### config.mk
export PLATFORM = sky130hd
export DESIGN_NAME = alu_exec_unit
export DESIGN_NICKNAME = d
export VERILOG_FILES = /design/src/rtl/alu_pkg.sv /design/src/rtl/alu_exec_unit_core.sv /design/src/rtl/alu_exec_unit.sv
export SDC_FILE = /design/constraint.sdc
export NUM_CORES = 1
export LEC_CHECK = 0
export BUFFER_PORTS_ARGS = -buffer_cell sky130_fd_sc_hd__clkbuf_2
export CAP_MARGIN = 40
export CORE_MARGIN = 10
export CORE_UTILIZATION = 35
export CTS_CLUSTER_SIZE = 25
export DETAILED_ROUTE_END_ITERATION = 10
export PLACE_DENSITY = 0.6
export RECOVER_POWER = 50
export SLEW_MARGIN = 20
export SYNTH_ARGS = -nofsm -noshare
export SYNTH_HDL_FRONTEND = slang
export SYNTH_HIERARCHICAL = 1
export SYNTH_SLANG_ARGS = --single-unit
### constraint.sdc
create_clock -name clk -period 2 [get_ports clk]
set_input_delay 0.3 -clock clk [delete_from_list [all_inputs] [get_ports clk]]
set_output_delay 0.3 -clock clk [all_outputs]
set_load 0.1 [all_outputs]
### src/rtl/alu_pkg.sv
// Shared ALU operation codes and execution-unit state encoding.
// Used by the ALU decoder, the combinational core and the execution unit.
package alu_pkg;

    localparam logic [2:0] ALU_ADD = 3'b000;
    localparam logic [2:0] ALU_SUB = 3'b001;
    localparam logic [2:0] ALU_AND = 3'b010;
    localparam logic [2:0] ALU_OR  = 3'b011;
    localparam logic [2:0] ALU_SLT = 3'b101;

    localparam logic [1:0] ST_IDLE = 2'b00;
    localparam logic [1:0] ST_EXEC = 2'b01;
    localparam logic [1:0] ST_DONE = 2'b10;

    function automatic logic alu_code_legal(input logic [2:0] code);
        logic legal;
        case (code)
            ALU_ADD, ALU_SUB, ALU_AND, ALU_OR, ALU_SLT: legal = 1'b1;
            default:                                   legal = 1'b0;
        endcase
        return legal;
    endfunction

endpackage

### src/rtl/alu_exec_unit_core.sv
// Purely combinational ALU: one shared adder serves ADD, SUB and SLT.
// Unsupported codes yield a zero result with only the illegal flag set.
module alu_core
    import alu_pkg::*;
#(
    parameter int WIDTH = 32
) (
    input  logic [2:0]       code,
    input  logic [WIDTH-1:0] a,
    input  logic [WIDTH-1:0] b,
    output logic [WIDTH-1:0] result,
    output logic             carry,
    output logic             overflow,
    output logic             illegal
);

    logic [WIDTH-1:0] b_eff_s;
    logic             cin_s;
    logic [WIDTH:0]   sum_s;
    logic             ovf_s;

    // Adder operand selection: subtraction is A + ~B + 1.
    always_comb begin
        b_eff_s = b;
        cin_s   = 1'b0;
        case (code)
            ALU_SUB, ALU_SLT: begin
                b_eff_s = ~b;
                cin_s   = 1'b1;
            end
            default: begin
                b_eff_s = b;
                cin_s   = 1'b0;
            end
        endcase
    end

    assign sum_s = {1'b0, a} + {1'b0, b_eff_s} + {{WIDTH{1'b0}}, cin_s};
    assign ovf_s = (a[WIDTH-1] == b_eff_s[WIDTH-1]) && (sum_s[WIDTH-1] != a[WIDTH-1]);

    // Result and flag selection; SLT uses N^V of the subtraction.
    always_comb begin
        result   = {WIDTH{1'b0}};
        carry    = 1'b0;
        overflow = 1'b0;
        illegal  = !alu_code_legal(code);
        case (code)
            ALU_ADD, ALU_SUB: begin
                result   = sum_s[WIDTH-1:0];
                carry    = sum_s[WIDTH];
                overflow = ovf_s;
            end
            ALU_AND: result = a & b;
            ALU_OR:  result = a | b;
            ALU_SLT: begin
                result   = {{(WIDTH-1){1'b0}}, sum_s[WIDTH-1] ^ ovf_s};
                carry    = sum_s[WIDTH];
                overflow = ovf_s;
            end
            default: begin
                result   = {WIDTH{1'b0}};
                carry    = 1'b0;
                overflow = 1'b0;
            end
        endcase
    end

endmodule

### src/rtl/alu_exec_unit.sv
// Multi-cycle ALU execution unit with valid/ready handshakes on both sides.
// Result and flags are registered on entry to DONE and held until taken.
module alu_exec_unit
    import alu_pkg::*;
#(
    parameter int WIDTH   = 32,
    parameter int LATENCY = 1
) (
    input  logic             clk,
    input  logic             rst,
    input  logic             in_valid,
    output logic             in_ready,
    input  logic [2:0]       ALUControl,
    input  logic [WIDTH-1:0] SrcA,
    input  logic [WIDTH-1:0] SrcB,
    output logic             out_valid,
    input  logic             out_ready,
    output logic [WIDTH-1:0] ALUResult,
    output logic             Zero,
    output logic             Negative,
    output logic             Carry,
    output logic             Overflow,
    output logic             Illegal
);

    localparam int             CW       = $clog2(LATENCY + 1);
    localparam logic [CW-1:0]  CNT_ONE  = CW'(1);
    localparam logic [CW-1:0]  CNT_INIT = CW'(LATENCY - 1);

    logic [1:0]       state_r;
    logic [CW-1:0]    cnt_r;
    logic [2:0]       code_r;
    logic [WIDTH-1:0] a_r;
    logic [WIDTH-1:0] b_r;

    logic [WIDTH-1:0] result_r;
    logic             zero_r;
    logic             neg_r;
    logic             carry_r;
    logic             ovf_r;
    logic             ill_r;

    logic             accept_s;
    logic             load_s;
    logic [2:0]       core_code_s;
    logic [WIDTH-1:0] core_a_s;
    logic [WIDTH-1:0] core_b_s;
    logic [WIDTH-1:0] core_res_s;
    logic             core_carry_s;
    logic             core_ovf_s;
    logic             core_ill_s;

    // Ready depends on state; in DONE the slot frees only when downstream takes it.
    always_comb begin
        in_ready = 1'b0;
        case (state_r)
            ST_IDLE: in_ready = 1'b1;
            ST_EXEC: in_ready = 1'b0;
            ST_DONE: in_ready = out_ready;
            default: in_ready = 1'b0;
        endcase
    end

    assign accept_s  = in_valid && in_ready;
    assign out_valid = (state_r == ST_DONE);

    // With LATENCY==1 the result is captured at the accept edge from the live inputs.
    always_comb begin
        if (state_r == ST_EXEC) begin
            core_code_s = code_r;
            core_a_s    = a_r;
            core_b_s    = b_r;
        end else begin
            core_code_s = ALUControl;
            core_a_s    = SrcA;
            core_b_s    = SrcB;
        end
    end

    assign load_s = (accept_s && (LATENCY == 1)) ||
                    ((state_r == ST_EXEC) && (cnt_r == CNT_ONE));

    alu_core #(.WIDTH(WIDTH)) u_core (
        .code     (core_code_s),
        .a        (core_a_s),
        .b        (core_b_s),
        .result   (core_res_s),
        .carry    (core_carry_s),
        .overflow (core_ovf_s),
        .illegal  (core_ill_s)
    );

    // Handshake FSM, latency counter and operand latch.
    always_ff @(posedge clk or posedge rst) begin
        if (rst) begin
            state_r <= ST_IDLE;
            cnt_r   <= {CW{1'b0}};
            code_r  <= 3'b000;
            a_r     <= {WIDTH{1'b0}};
            b_r     <= {WIDTH{1'b0}};
        end else if (accept_s) begin
            code_r  <= ALUControl;
            a_r     <= SrcA;
            b_r     <= SrcB;
            cnt_r   <= CNT_INIT;
            state_r <= (LATENCY == 1) ? ST_DONE : ST_EXEC;
        end else begin
            case (state_r)
                ST_IDLE: state_r <= ST_IDLE;
                ST_EXEC: begin
                    cnt_r <= cnt_r - CNT_ONE;
                    if (cnt_r == CNT_ONE) begin
                        state_r <= ST_DONE;
                    end
                end
                ST_DONE: begin
                    if (out_ready) begin
                        state_r <= ST_IDLE;
                    end
                end
                default: state_r <= ST_IDLE;
            endcase
        end
    end

    // Result and flag registers, written only on entry to DONE.
    always_ff @(posedge clk or posedge rst) begin
        if (rst) begin
            result_r <= {WIDTH{1'b0}};
            zero_r   <= 1'b1;
            neg_r    <= 1'b0;
            carry_r  <= 1'b0;
            ovf_r    <= 1'b0;
            ill_r    <= 1'b0;
        end else if (load_s) begin
            result_r <= core_res_s;
            zero_r   <= (core_res_s == {WIDTH{1'b0}});
            neg_r    <= core_res_s[WIDTH-1];
            carry_r  <= core_carry_s;
            ovf_r    <= core_ovf_s;
            ill_r    <= core_ill_s;
        end
    end

    assign ALUResult = result_r;
    assign Zero      = zero_r;
    assign Negative  = neg_r;
    assign Carry     = carry_r;
    assign Overflow  = ovf_r;
    assign Illegal   = ill_r;

endmodule

# Yosys cells after proc, flatten, opt, wreduce, memory -nomap -nowiden

Cells that the tools add are included.

Bits in registers: 107
Bits of input ports: 71
Output and inout port bits: 39
Logic and storage cells: 58

Add/subtract/negate cells: 3
Eq/ne operators: 10
Muxes and demuxes: 16
Bitwise logic cells: 4
Reductions and logical operators: 14

Operators with widths:

| kind                                                            | number |
|---|---|
| 32-bit case mux with 4 select lines                             | 1 |
| 32-bit two-way mux                                              | 3 |
| 32-bit by 32-bit adder with 33-bit output                       | 1 |
| 33-bit by 1-bit adder with 33-bit output                        | 1 |
| 32-bit AND                                                      | 1 |
| 32-bit logical NOT                                              | 1 |
| 32-bit inverter                                                 | 1 |
| 32-bit bitwise OR                                               | 1 |
| 3-bit by 2-bit == test with 1-bit output, second input constant | 2 |
| 1-bit two-way mux                                               | 6 |
| 2-bit two-way mux                                               | 3 |
| 5-bit OR reduction                                              | 1 |
| 2-bit case mux with 2 select lines                              | 1 |
| 2-bit OR reduction                                              | 2 |
| 3-bit by 1-bit == test with 1-bit output, second input constant | 1 |
| 3-bit == test, second input constant                            | 1 |
| 1-bit logical AND                                               | 3 |
| 3-bit logical NOT                                               | 1 |
| 3-bit two-way mux                                               | 1 |
| 3-bit by 1-bit != test with 1-bit output, second input constant | 1 |
| 3-bit != test, second input constant                            | 1 |
| 3-bit OR reduction                                              | 1 |
| 2-bit by 1-bit == test with 1-bit output, second input constant | 1 |
| 2-bit == test, second input constant                            | 1 |
| 10 further kinds                                                | 10 |

# Logic depth before layout (Yosys ltp)

Gate-level depths: netlist (run 1).

Word-level depth: 12
Mapped depth: 17
Mapped depth without buffers: 14

# Hierarchy

Netlist (run 1), hierarchy kept.

By module, submodules not included:

| module        | instances | cells an instance | area an instance (µm²) | sequential area each (µm²) |
|---|---|---|---|---|
| alu_core      | 1         | 459               | 3119.2                 | 0.0 |
| alu_exec_unit | 1         | 92                | 1586.5                 | 927.1 |

# Worst setup path after synthesis (run 1)

OpenSTA, ideal clock, no wires.

Kind: input-to-reg
Start: input port ALUControl[0]
End: register zero_r, in the netlist Zero
Setup time: 91 ps
Arrival: 3417 ps
Data required time: 1909 ps
Setup slack: -1507 ps
Stages on the path: 16
Buffers on the path: 3
Cell sequence: buf_2 nand2b_1 clkbuf_1 buf_2 xnor2_1 ha_1 nand3b_4 o221ai_4 a21oi_2 o21ai_2 a21oi_1 and3_1 a211o_1 nor4_1 nand4_1 o31ai_1

Elaborated cells on any way between the ends: 18
Classes of those cells: add/sub (2); eq/ne (6); mux (4); bitwise (1); reduce/logical (5)

RTL lines:

| item                                                                      | RTL line                                           | source |
|---|---|---|
| start, declared                                                           | alu_exec_unit.sv:13                                | `input logic [2:0] ALUControl,` |
| 3-bit two-way mux *                                                       | alu_exec_unit.sv:69                                | `if (state_r == ST_EXEC) begin` |
| 3-bit by 1-bit == test with 1-bit output or 3-bit == test (tied branches) | alu_exec_unit_core.sv:26, alu_exec_unit_core.sv:47 |  |
| 2-bit OR reduction                                                        | alu_exec_unit_core.sv:26                           | `case (code)` |
| 32-bit two-way mux                                                        | alu_exec_unit_core.sv:26                           |  |
| 32-bit by 32-bit adder with 33-bit output                                 | alu_exec_unit_core.sv:38                           | `assign sum_s = {1'b0, a} + {1'b0, b_eff_s} + {{WIDTH{1'b0}}, cin_s};` |
| 33-bit by 1-bit adder with 33-bit output                                  | alu_exec_unit_core.sv:38                           |  |
| 32-bit case mux with 4 select lines *                                     | alu_exec_unit_core.sv:47                           | `case (code)` |
| via core_res_s[23]                                                        | alu_exec_unit.sv:48                                | `logic [WIDTH-1:0] core_res_s;` |
| 32-bit logical NOT *                                                      | alu_exec_unit.sv:137                               | `zero_r <= (core_res_s == {WIDTH{1'b0}});` |
| end signal, assigned                                                      | alu_exec_unit.sv:137                               |  |
| end, declared                                                             | alu_exec_unit.sv:37                                | `logic zero_r;` |

The timed path passes the listed nets; every way through them passes the cells marked *.
A chain may end at the register's enable or synchronous reset.

# Worst setup path after layout (run 1)

Start: input port ALUControl[1]
End: register zero_r, in the netlist Zero

The elaborated chain is that of the path after synthesis.

==> results of run 1 <==
## cell type report
cell class / count / area (um2)
multi-input cells: 470 / 4400
fillers: 1142 / 5270
repair buffers: 315 / 2190
inverters: 12 / 45.0
clock buffers: 6 / 129
clock inverters: 2 / 10.0
flip-flops and latches: 37 / 928
well taps: 176 / 220
## worst paths after layout
kind,end,cells past startpoint
hold reg to reg,ALUResult[5],1
setup reg to reg,ALUResult[0],3
min in group clk,state_r[1],2
setup / recovery,Zero,15
max in group asynchronous,state_r[1],3
hold / removal,Carry,3
## synthesized netlist by cell type (11+ instances only)
library cell	number	area share [%]
nand4_1	12	1.6
nor2_1	36	2.9
mux2_4	29	9.3
maj3_1	15	3.2
buf_2	12	1.3
a21oi_1	44	4.7
nand2_1	49	3.9
dfrtp_1	36	19
o21ai_0	36	3.8
a21o_1	16	2.6
inv_1	12	0.96
xnor2_1	45	8.4
nand2b_1	11	1.5
clkbuf_1	12	0.96
ha_1	38	10
## routing by layer
layer	global-route usage, %	vias up	wire length [um]
li1	-	2597	-
met1	23.5	2521	7980
met2	29.5	128	8460
met3	3.06	20	918
met4	4.91	0	289
met5	0	-	0
## stage by stage
step	hold slack [ns]	area [um2]	cells
6_report	0.256	7920	1018
5_1_grt	0.321	7920	1018
4_1_cts	0.107	7300	1005
3_5_place_dp	0.409	6880	991
3_3_place_gp	0.400	6880	991
2_1_floorplan	0.408	4870	551
## flip-flops by register name, indices dropped and copies added (netlist names)
signal and flops:
state_r 1, Illegal 1, Overflow 1, Negative 1
ALUResult 31, Zero 1, Carry 1
## power breakdown
group | internal, W | switching, W
combinational | 0.00162 | 0.00255
sequential | 0.000895 | 0.0000935
clock | 0.000457 | 0.000288
## worst register-to-register path: stages, from the launching register on
cell and delay (ns):
dfrtp_2 0.38, nand2b_4 0.08, nand2_4 0.47, mux2_2 0.41
## cell families (layout without fill, tap and decap cells)
family | Yosys count | after routing
adders and majority gates | 54 | 54
DFF | 37 | 37
buffers and inverters | 44 | 335
muxes | 37 | 37
xor gates and xnor gates | 52 | 52
AOI/OAI and AO/OA | 165 | 165
and+or+nand+nor | 162 | 162
## repair_timing
action	4_1_cts	5_1_grt
cloned	0	1
pin swaps	16	52
endpoints found under the setup margin	35	35
buffers inserted	7	13
gates resized for setup	60	97
==> metrics.txt, run 1 <==
number of global-route vias before repair=5,310; max-slew violation total from the final report=0; drt initial violations=193; Cells after Synth=551; type of the most critical hold path=primary input to async pin; drt total wl=17,700 um; Diodes inserted=0; IO Port Bufs=109; Top delay family on crit path=compound AO/OA/AOI/OAI gates; Root Driver=clkbuf_16; Synth Area in Compound Gates=23.9%; Mapped Area=4710 um2; R2R Path Start=state_r[1]; Hold Fails Final Rpt=0; GRT Residual Overflow=0; Layout Skew=0.00511 ns; wire per inst=17.3 um; Critical path buffers and inverters=3; RSZ-0062 raised after global routing=yes; Power Total=0.00591 W; synth unique cells=70; Worst-path clk slew=0.05 ns; Worst slew margin=41.2%; post-synthesis xor/xnor area fraction=9.68%; setup slack after layout=-1.12 ns; H-tree levels=2; Vias/cell=5.17; Yosys warning total=6; Worst path max stage delay=0.45 ns; Cell Chain, Critical Path=buf_6 -> nand2b_4 -> clkbuf_16 -> xnor2_2 -> ha_2 -> a21oi_4 -> buf_4 -> a2111o_1 -> nand3_4 -> a21oi_2 -> xnor2_1 -> o21a_1 -> nor4_2 -> nand4_1 -> o31ai_1; initial antenna violation count=0; CP endpoint kind=flip-flop; P&R area growth vs syn=68.4%; Die Area=18,500 um2; EDFF count, synth=0; Tcrit/Tclk final=156%; Crit Path Category=primary input to flip-flop; CORE AREA=13,200 um2; fmax=320 MHz; final setup vio count=34; most frequent cells in the layout=buf_4, clkbuf_2, nand2_1; Adder-Cell Fraction of Synth Area=13.7%; Synth async-reset ratio=100%; Cell Pwr Density=746 nW/um2; R2R Setup Slk=0.55 ns; critical path startpoint=ALUControl[1]; sequential element share of the synthesized area=19.7%; Std-Cell Rows=42; Yosys reg bits=37; RD Place Congestion=0.928; top_reg_cell synth=dfrtp_1; post-DP HPWL=13,900 um; combinational family with the most area after synthesis=compound AO/OA/AOI/OAI gates; clock latency on the worst-skew pair=0.28 ns; Initial Utilization=35.7%; Pleak=3.79 nW; pre-CTS setup slack=-1.56 ns; crit-path max FO=8; clock tree buffer depth=2; worst path arrival time=3.31 ns; gr usage total=17.9%; slowest stage cell, crit path=a2111o_1; mux cell area share after synthesis=11.1%; most common cell after layout, fill and taps aside=buf_4; Worst-Margin Slew=0.882 ns; Startpoint Class=primary input; fin crit period=3.12 ns; TritonCTS clock tree=yes; # IOs=110; failing checks=negative setup slack; pin count of the biggest net entering global routing=45; max-capacitance violation count=0; Die X=136 um; first-pass GRT wire length=27,000 um; DR pass1 iterations=5; utilization after layout=60.1%; Mapped Avg Cell Area=8.54 um2; Die H=136 um; Max VDD drop=389 uV; routed vias=5,266; number of remaining DRC errors=0; CTS Sinks=37; final setup TNS=-24.40 ns; Synth Area in Simple Gates=17.3%; Worst Path Required=2.19 ns; Final Net Count=951; # hold bufs at CTS=0; TritonCTS buffer count=5; ANT nets after route=0; status=finished, violations left; syn nets=661; share of cells above drive strength 1=59.7%
(Power assumes the default switching activity.)
==> inputs of run 2 (changes only) <==
--- a/config.mk
+++ b/config.mk
@@ -18,3 +18,4 @@
 export SYNTH_HDL_FRONTEND = slang
 export SYNTH_HIERARCHICAL = 1
 export SYNTH_SLANG_ARGS = --single-unit
+export TNS_END_PERCENT = 20
==> run 2 against run 1 <==
The run still ends with negative setup slack left. Maximum frequency down 2.6%. First-iteration DRC count grew 11%. Non-clock buffer count is 19 higher. Critical path depth is 3 higher. Clock-buffer cell count decreased by 1. Final area fell by 0.95%. Critical endpoint unchanged.
==> metrics.txt, run 2 (same netlist as run 1, synthesis figures left out) <==
status=finished, violations left (unchanged); failing checks=negative setup slack (unchanged); drt total wl=17,500 um (was 17,700 um); utilization after layout=59.5% (was 60.1%); Die H=136 um (unchanged); routed vias=5,304 (was 5,266); Cell Pwr Density=770 nW/um2 (was 746 nW/um2); TritonCTS buffer count=5 (unchanged); RSZ-0062 raised after global routing=yes (unchanged); Std-Cell Rows=42 (unchanged); first-pass GRT wire length=26,800 um (was 27,000 um); CORE AREA=13,200 um2 (unchanged); Hold Fails Final Rpt=0 (unchanged); slowest stage cell, crit path=a2111o_1 (unchanged); clock tree buffer depth=2 (unchanged); P&R area growth vs syn=66.8% (was 68.4%); design area=7850 um2 (was 7920 um2); CP endpoint kind=flip-flop (unchanged); setup slack after layout=-1.21 ns (was -1.12 ns); H-tree levels=2 (unchanged); gr usage total=17.6% (was 17.9%); Initial Utilization=35.7% (unchanged); wire per inst=16.9 um (was 17.3 um); fmax=312 MHz (was 320 MHz); Power Total=0.00604 W (was 0.00591 W); R2R Setup Slk=0.52 ns (was 0.55 ns); pin count of the biggest net entering global routing=45 (unchanged); Worst-Margin Slew=0.877 ns (was 0.882 ns); crit-path max FO=5 (was 8); R2R Path End=ALUResult[0] (unchanged); final setup vio count=35 (was 34); Worst path max stage delay=0.40 ns (was 0.45 ns); Final Net Count=970 (was 951); Critical path buffers and inverters=5 (was 3); RD Place Congestion=0.898 (was 0.928); Vias/cell=5.11 (was 5.17); max-capacitance violation count=0 (unchanged); DR pass1 iterations=4 (was 5); clock latency on the worst-skew pair=0.28 ns (about the same); fin crit period=3.21 ns (was 3.12 ns); Die X=136 um (unchanged); Worst Path Required=2.19 ns (about the same); TritonCTS clock tree=yes (unchanged); initial antenna violation count=0 (unchanged); Multi-input gate area=4110 um2 (was 4400 um2); Placement Cell Area=6930 um2 (was 6880 um2); Diodes inserted=0 (unchanged); share of cells above drive strength 1=56.1% (was 59.7%); Top delay family on crit path=compound AO/OA/AOI/OAI gates (unchanged); number of global-route vias before repair=5,365 (was 5,310); max reg flops=31 (unchanged); R2R Path Start=state_r[1] (unchanged); IO Port Bufs=109 (unchanged); Fin Hold WS=0.250 ns (was 0.256 ns); Pleak=3.85 nW (was 3.79 nW); Root Driver=clkbuf_16 (unchanged); register area=927 um2 (was 928 um2); Die Area=18,500 um2 (unchanged); Worst-path clk slew=0.06 ns (was 0.05 ns); Filler Cells Inserted=1,158 (was 1,142); Cell Chain, Critical Path=buf_6 -> nand2b_4 -> buf_4 -> xnor2_2 -> inv_1 -> fa_2 -> nand2b_4 -> a21o_1 -> buf_6 -> a2111o_1 -> nand3_4 -> buf_4 -> a21oi_2 -> xnor2_1 -> o21a_1 -> nor4_2 -> nand4_1 -> o31ai_1 (was buf_6 -> nand2b_4 -> clkbuf_16 -> xnor2_2 -> ha_2 -> a21oi_4 -> buf_4 -> a2111o_1 -> nand3_4 -> a21oi_2 -> xnor2_1 -> o21a_1 -> nor4_2 -> nand4_1 -> o31ai_1); Layout Skew=0.00750 ns (was 0.00511 ns); most common cell after layout, fill and taps aside=buf_4 (unchanged); type of the most critical hold path=primary input to async pin (unchanged); ANT nets after route=0 (unchanged); most frequent cells in the layout=buf_4, clkbuf_2, nand2_1 (unchanged); R2R depth=3 (unchanged); Worst slew margin=41.6% (was 41.2%); number of remaining DRC errors=0 (unchanged); GRT Residual Overflow=0 (unchanged); drt initial violations=214 (was 193); CTS Sinks=37 (unchanged); worst path arrival time=3.39 ns (was 3.31 ns); max-slew violation total from the final report=0 (unchanged); final setup TNS=-26.93 ns (was -24.40 ns); Crit Path Category=primary input to flip-flop (unchanged); # hold bufs at CTS=0 (unchanged); Startpoint Class=primary input (unchanged); Tcrit/Tclk final=160% (was 156%); Max VDD drop=360 uV (was 389 uV); # IOs=110 (unchanged); post-DP HPWL=14,000 um (was 13,900 um)
[run 2: cell types whose count changed in the layout (fill, tap and decap cells not counted), sizes merged]
cell	delta
buf	+19
bufinv	+2
clkbuf	-1
clkinv	-1
[run 2: how the worst max path moves through the flow]
stage                  startpoint  endpoint  slack, ns  depth (start not counted)
floorplan           ALUControl[1]      Zero      -1.16                         16
global placement    ALUControl[1]      Zero      -1.45                         16
detailed placement  ALUControl[1]      Zero      -1.53                         18
CTS                 ALUControl[1]      Zero      -1.12                         16
global route        ALUControl[1]      Zero      -1.37                         18
finish              ALUControl[1]      Zero      -1.21                         18
[run 2: area by class of cell]
| type | instances | share of cell area (%) |
|---|---|---|
| inverters | 12 | 0.574 |
| clock inverters | 3 | 0.829 |
| multi-input cells | 470 | 52.4 |
| flip-flops and latches | 37 | 11.8 |
| repair buffers | 334 | 30.0 |
| clock buffers | 5 | 1.59 |
| well taps | 176 | 2.81 |
[run 2: what timing repair did]
| item | CTS | global route |
|---|---|---|
| resized for setup | 46 | 72 |
| gates cloned | 0 | 1 |
| endpoints found under the setup margin | 35 | 35 |
| pin swaps | 25 | 45 |
| setup buffers | 5 | 20 |
[run 2: power breakdown]
part	total (W)	internal [W]	switching, W	leakage [nW]
combinational	0.00405	0.00159	0.00246	3.28
clock	0.00100	0.000711	0.000292	0.0938
sequential	0.000989	0.000894	0.0000943	0.471
[run 2: routing by layer]
layer / global-route usage (%) / part of all wire, % / vias to the layer above
met5: 0 / 0 / -
met4: 4.73 / 1.6 / 0
met3: 2.29 / 5.4 / 20
met2: 29.5 / 48 / 128
met1: 23.1 / 45 / 2519
li1: - / - / 2637
[run 2: tightest hold or removal path, cell delays in order]
cell and delay, ns:
clkbuf_2 0.08, inv_1 0.04, clkbuf_2 0.66
[run 2: through the flow]
| step | instances | worst slack, ns |
|---|---|---|
| floorplan | 551 | -1.16 |
| global placement | 1004 | -1.45 |
| detailed placement | 1004 | -1.53 |
| CTS | 1017 | -1.12 |
| global route | 1037 | -1.37 |
| finish | 1037 | -1.21 |
==> inputs of run 3 (changes only) <==
--- a/config.mk
+++ b/config.mk
@@ -13,6 +13,7 @@
 export DETAILED_ROUTE_END_ITERATION = 10
 export PLACE_DENSITY = 0.6
 export RECOVER_POWER = 50
+export SKIP_CTS_REPAIR_TIMING = 1
 export SLEW_MARGIN = 20
 export SYNTH_ARGS = -nofsm -noshare
 export SYNTH_HDL_FRONTEND = slang
==> run 3 against run 2 <==
Critical endpoint unchanged. Clock skew about the same. Critical path depth decreased by 1. The flow still finishes with violations (negative setup slack). Sequential cell count unchanged. Sequential share of layout area increased by 0.25 points. Largest cell class unchanged. Clock-buffer cell count unchanged. Die area unchanged. Final cell count decreased by 0.77%. Worst setup slack improved by 0.020 ns. Wire length decreased by 2.4%.
==> metrics.txt, run 3 (same netlist as run 1, synthesis figures left out) <==
Power Total=0.00595 W (was 0.00604 W); Max VDD drop=361 uV (was 360 uV); most common cell after layout, fill and taps aside=buf_4 (unchanged); IO Port Bufs=109 (unchanged); Diodes inserted=0 (unchanged); Filler Cells Inserted=1,159 (was 1,158); type of the most critical hold path=primary input to async pin (unchanged); Worst Path Required=2.19 ns (about the same); number of global-route vias before repair=5,291 (was 5,365); crit-path max FO=8 (was 5); failing checks=negative setup slack (unchanged); number of remaining DRC errors=0 (unchanged); clock latency on the worst-skew pair=0.28 ns (about the same); TritonCTS clock tree=yes (unchanged); Finished Layout Cells=1,029 (was 1,037); Worst path max stage delay=0.40 ns (about the same); DR pass1 iterations=4 (unchanged); setup slack after layout=-1.19 ns (was -1.21 ns); max-slew violation total from the final report=0 (unchanged); H-tree levels=2 (unchanged); gr usage total=17.4% (was 17.6%); max-capacitance violation count=0 (unchanged); Worst slew margin=41.3% (was 41.6%); Post-Route M1 WL=7730 um (was 7950 um); critical path startpoint=ALUControl[1] (unchanged); Startpoint Class=primary input (unchanged); Die H=136 um (unchanged); Layout Skew=0.00768 ns (was 0.00750 ns); share of cells above drive strength 1=53.5% (was 56.1%); Cell Pwr Density=774 nW/um2 (was 770 nW/um2); met3 WL=974 um (was 938 um); slowest stage cell, crit path=a2111o_1 (unchanged); Pleak=3.76 nW (was 3.85 nW); Final Net Count=962 (was 970); post-DP HPWL=14,000 um (unchanged); drt total wl=17,100 um (was 17,500 um); Vias/cell=5.09 (was 5.11); RSZ-0062 raised after global routing=yes (unchanged); R2R depth=3 (unchanged); R2R Path Start=state_r[1] (unchanged); Die Area=18,500 um2 (unchanged); final setup vio count=35 (unchanged); Multi-input gate area=4030 um2 (was 4110 um2); Inst Count DP=1,004 (unchanged); # IOs=110 (unchanged); DR top layer=met4 (unchanged); routed vias=5,235 (was 5,304); status=finished, violations left (unchanged); CP endpoint kind=flip-flop (unchanged); fmax=314 MHz (was 312 MHz); drt initial violations=235 (was 214); design area=7680 um2 (was 7850 um2); max reg flops=31 (unchanged); most frequent cells in the layout=buf_4, clkbuf_2, nand2_1 (unchanged); CTS Sinks=37 (unchanged); ANT nets after route=0 (unchanged); first-pass GRT wire length=26,500 um (was 26,800 um); Root Driver=clkbuf_16 (unchanged); Cell Chain, Critical Path=buf_6 -> nand2b_4 -> clkbuf_16 -> buf_8 -> xnor2_4 -> ha_4 -> o211ai_1 -> a21o_1 -> buf_6 -> a2111o_1 -> nand3_4 -> a21oi_4 -> and3_4 -> a211o_1 -> nor4_2 -> nand4_1 -> o31ai_1 (was buf_6 -> nand2b_4 -> buf_4 -> xnor2_2 -> inv_1 -> fa_2 -> nand2b_4 -> a21o_1 -> buf_6 -> a2111o_1 -> nand3_4 -> buf_4 -> a21oi_2 -> xnor2_1 -> o21a_1 -> nor4_2 -> nand4_1 -> o31ai_1); worst path arrival time=3.38 ns (was 3.39 ns); wire per inst=16.6 um (was 16.9 um); GRT Residual Overflow=0 (unchanged); TritonCTS buffer count=5 (unchanged); final setup TNS=-27.10 ns (was -26.93 ns); RD Place Congestion=0.898 (unchanged); CORE AREA=13,200 um2 (unchanged); Initial Utilization=35.7% (unchanged); clock tree buffer depth=2 (unchanged); pin count of the biggest net entering global routing=45 (unchanged); Placement Cell Area=6930 um2 (unchanged); Crit Path Category=primary input to flip-flop (unchanged); Tcrit/Tclk final=159% (was 160%); Die X=136 um (unchanged); Hold Fails Final Rpt=0 (unchanged); Worst-Margin Slew=0.881 ns (was 0.877 ns); Worst-path clk slew=0.06 ns (about the same); fin crit period=3.19 ns (was 3.21 ns); most frequent CP cell=buf_6; Std-Cell Rows=42 (unchanged); DR WL met2=8120 um (was 8350 um); initial antenna violation count=0 (unchanged); register area=927 um2 (unchanged); P&R area growth vs syn=63.3% (was 66.8%)
[run 3: changes by cell type in the layout (fill, tap and decap cells not counted), sizes merged]
cell  change
buf       -8
[run 3: cell type report]
type,count,area share (%)
multi-input combinational,470,52.4
timing repair buffer,326,29.6
sequential,37,12.1
tap,176,2.87
clock buffer,5,1.63
clock inverter,3,0.847
inverter,12,0.586
[run 3: per-stage QoR]
stage	util, %	setup slack (ns)	hold WS [ns]
detailed placement	52.5	-1.53	0.412
global route	58.3	-1.33	0.329
floorplan	-	-1.16	0.408
global placement	52.5	-1.45	0.402
CTS	54.0	-1.26	0.107
finish	58.3	-1.19	0.252
[run 3: metal layers]
| metal | track usage, % | vias up |
|---|---|---|
| li1 | - | 2628 |
| met1 | 23.0 | 2479 |
| met2 | 29.1 | 112 |
| met3 | 2.32 | 16 |
| met4 | 4.38 | 0 |
| met5 | 0 | - |
[run 3: worst max-delay path: cells and delay by family]
family / cells / cell delay [ns]
buf+inv: 4 / 0.55
fa+ha+maj: 1 / 0.28
compound gates: 6 / 1.27
simple gates: 5 / 0.83
xor+xnor: 1 / 0.12
[run 3: power by group]
group          internal [W]  switching, W  total, W  leakage (nW)
registers          0.000894     0.0000941  0.000989         0.471
logic               0.00153       0.00242   0.00395          3.19
clock network      0.000711      0.000295   0.00101        0.0938
total               0.00314       0.00281   0.00595          3.76
[run 3: final timing paths]
kind	end	slack, ns
max	Zero	-1.19
min	Negative	0.25
max reg2reg	ALUResult[0]	0.52
min reg2reg	ALUResult[23]	0.51
max in group asynchronous	ALUResult[21]	1.19
min in group clk	state_r[1]	0.29
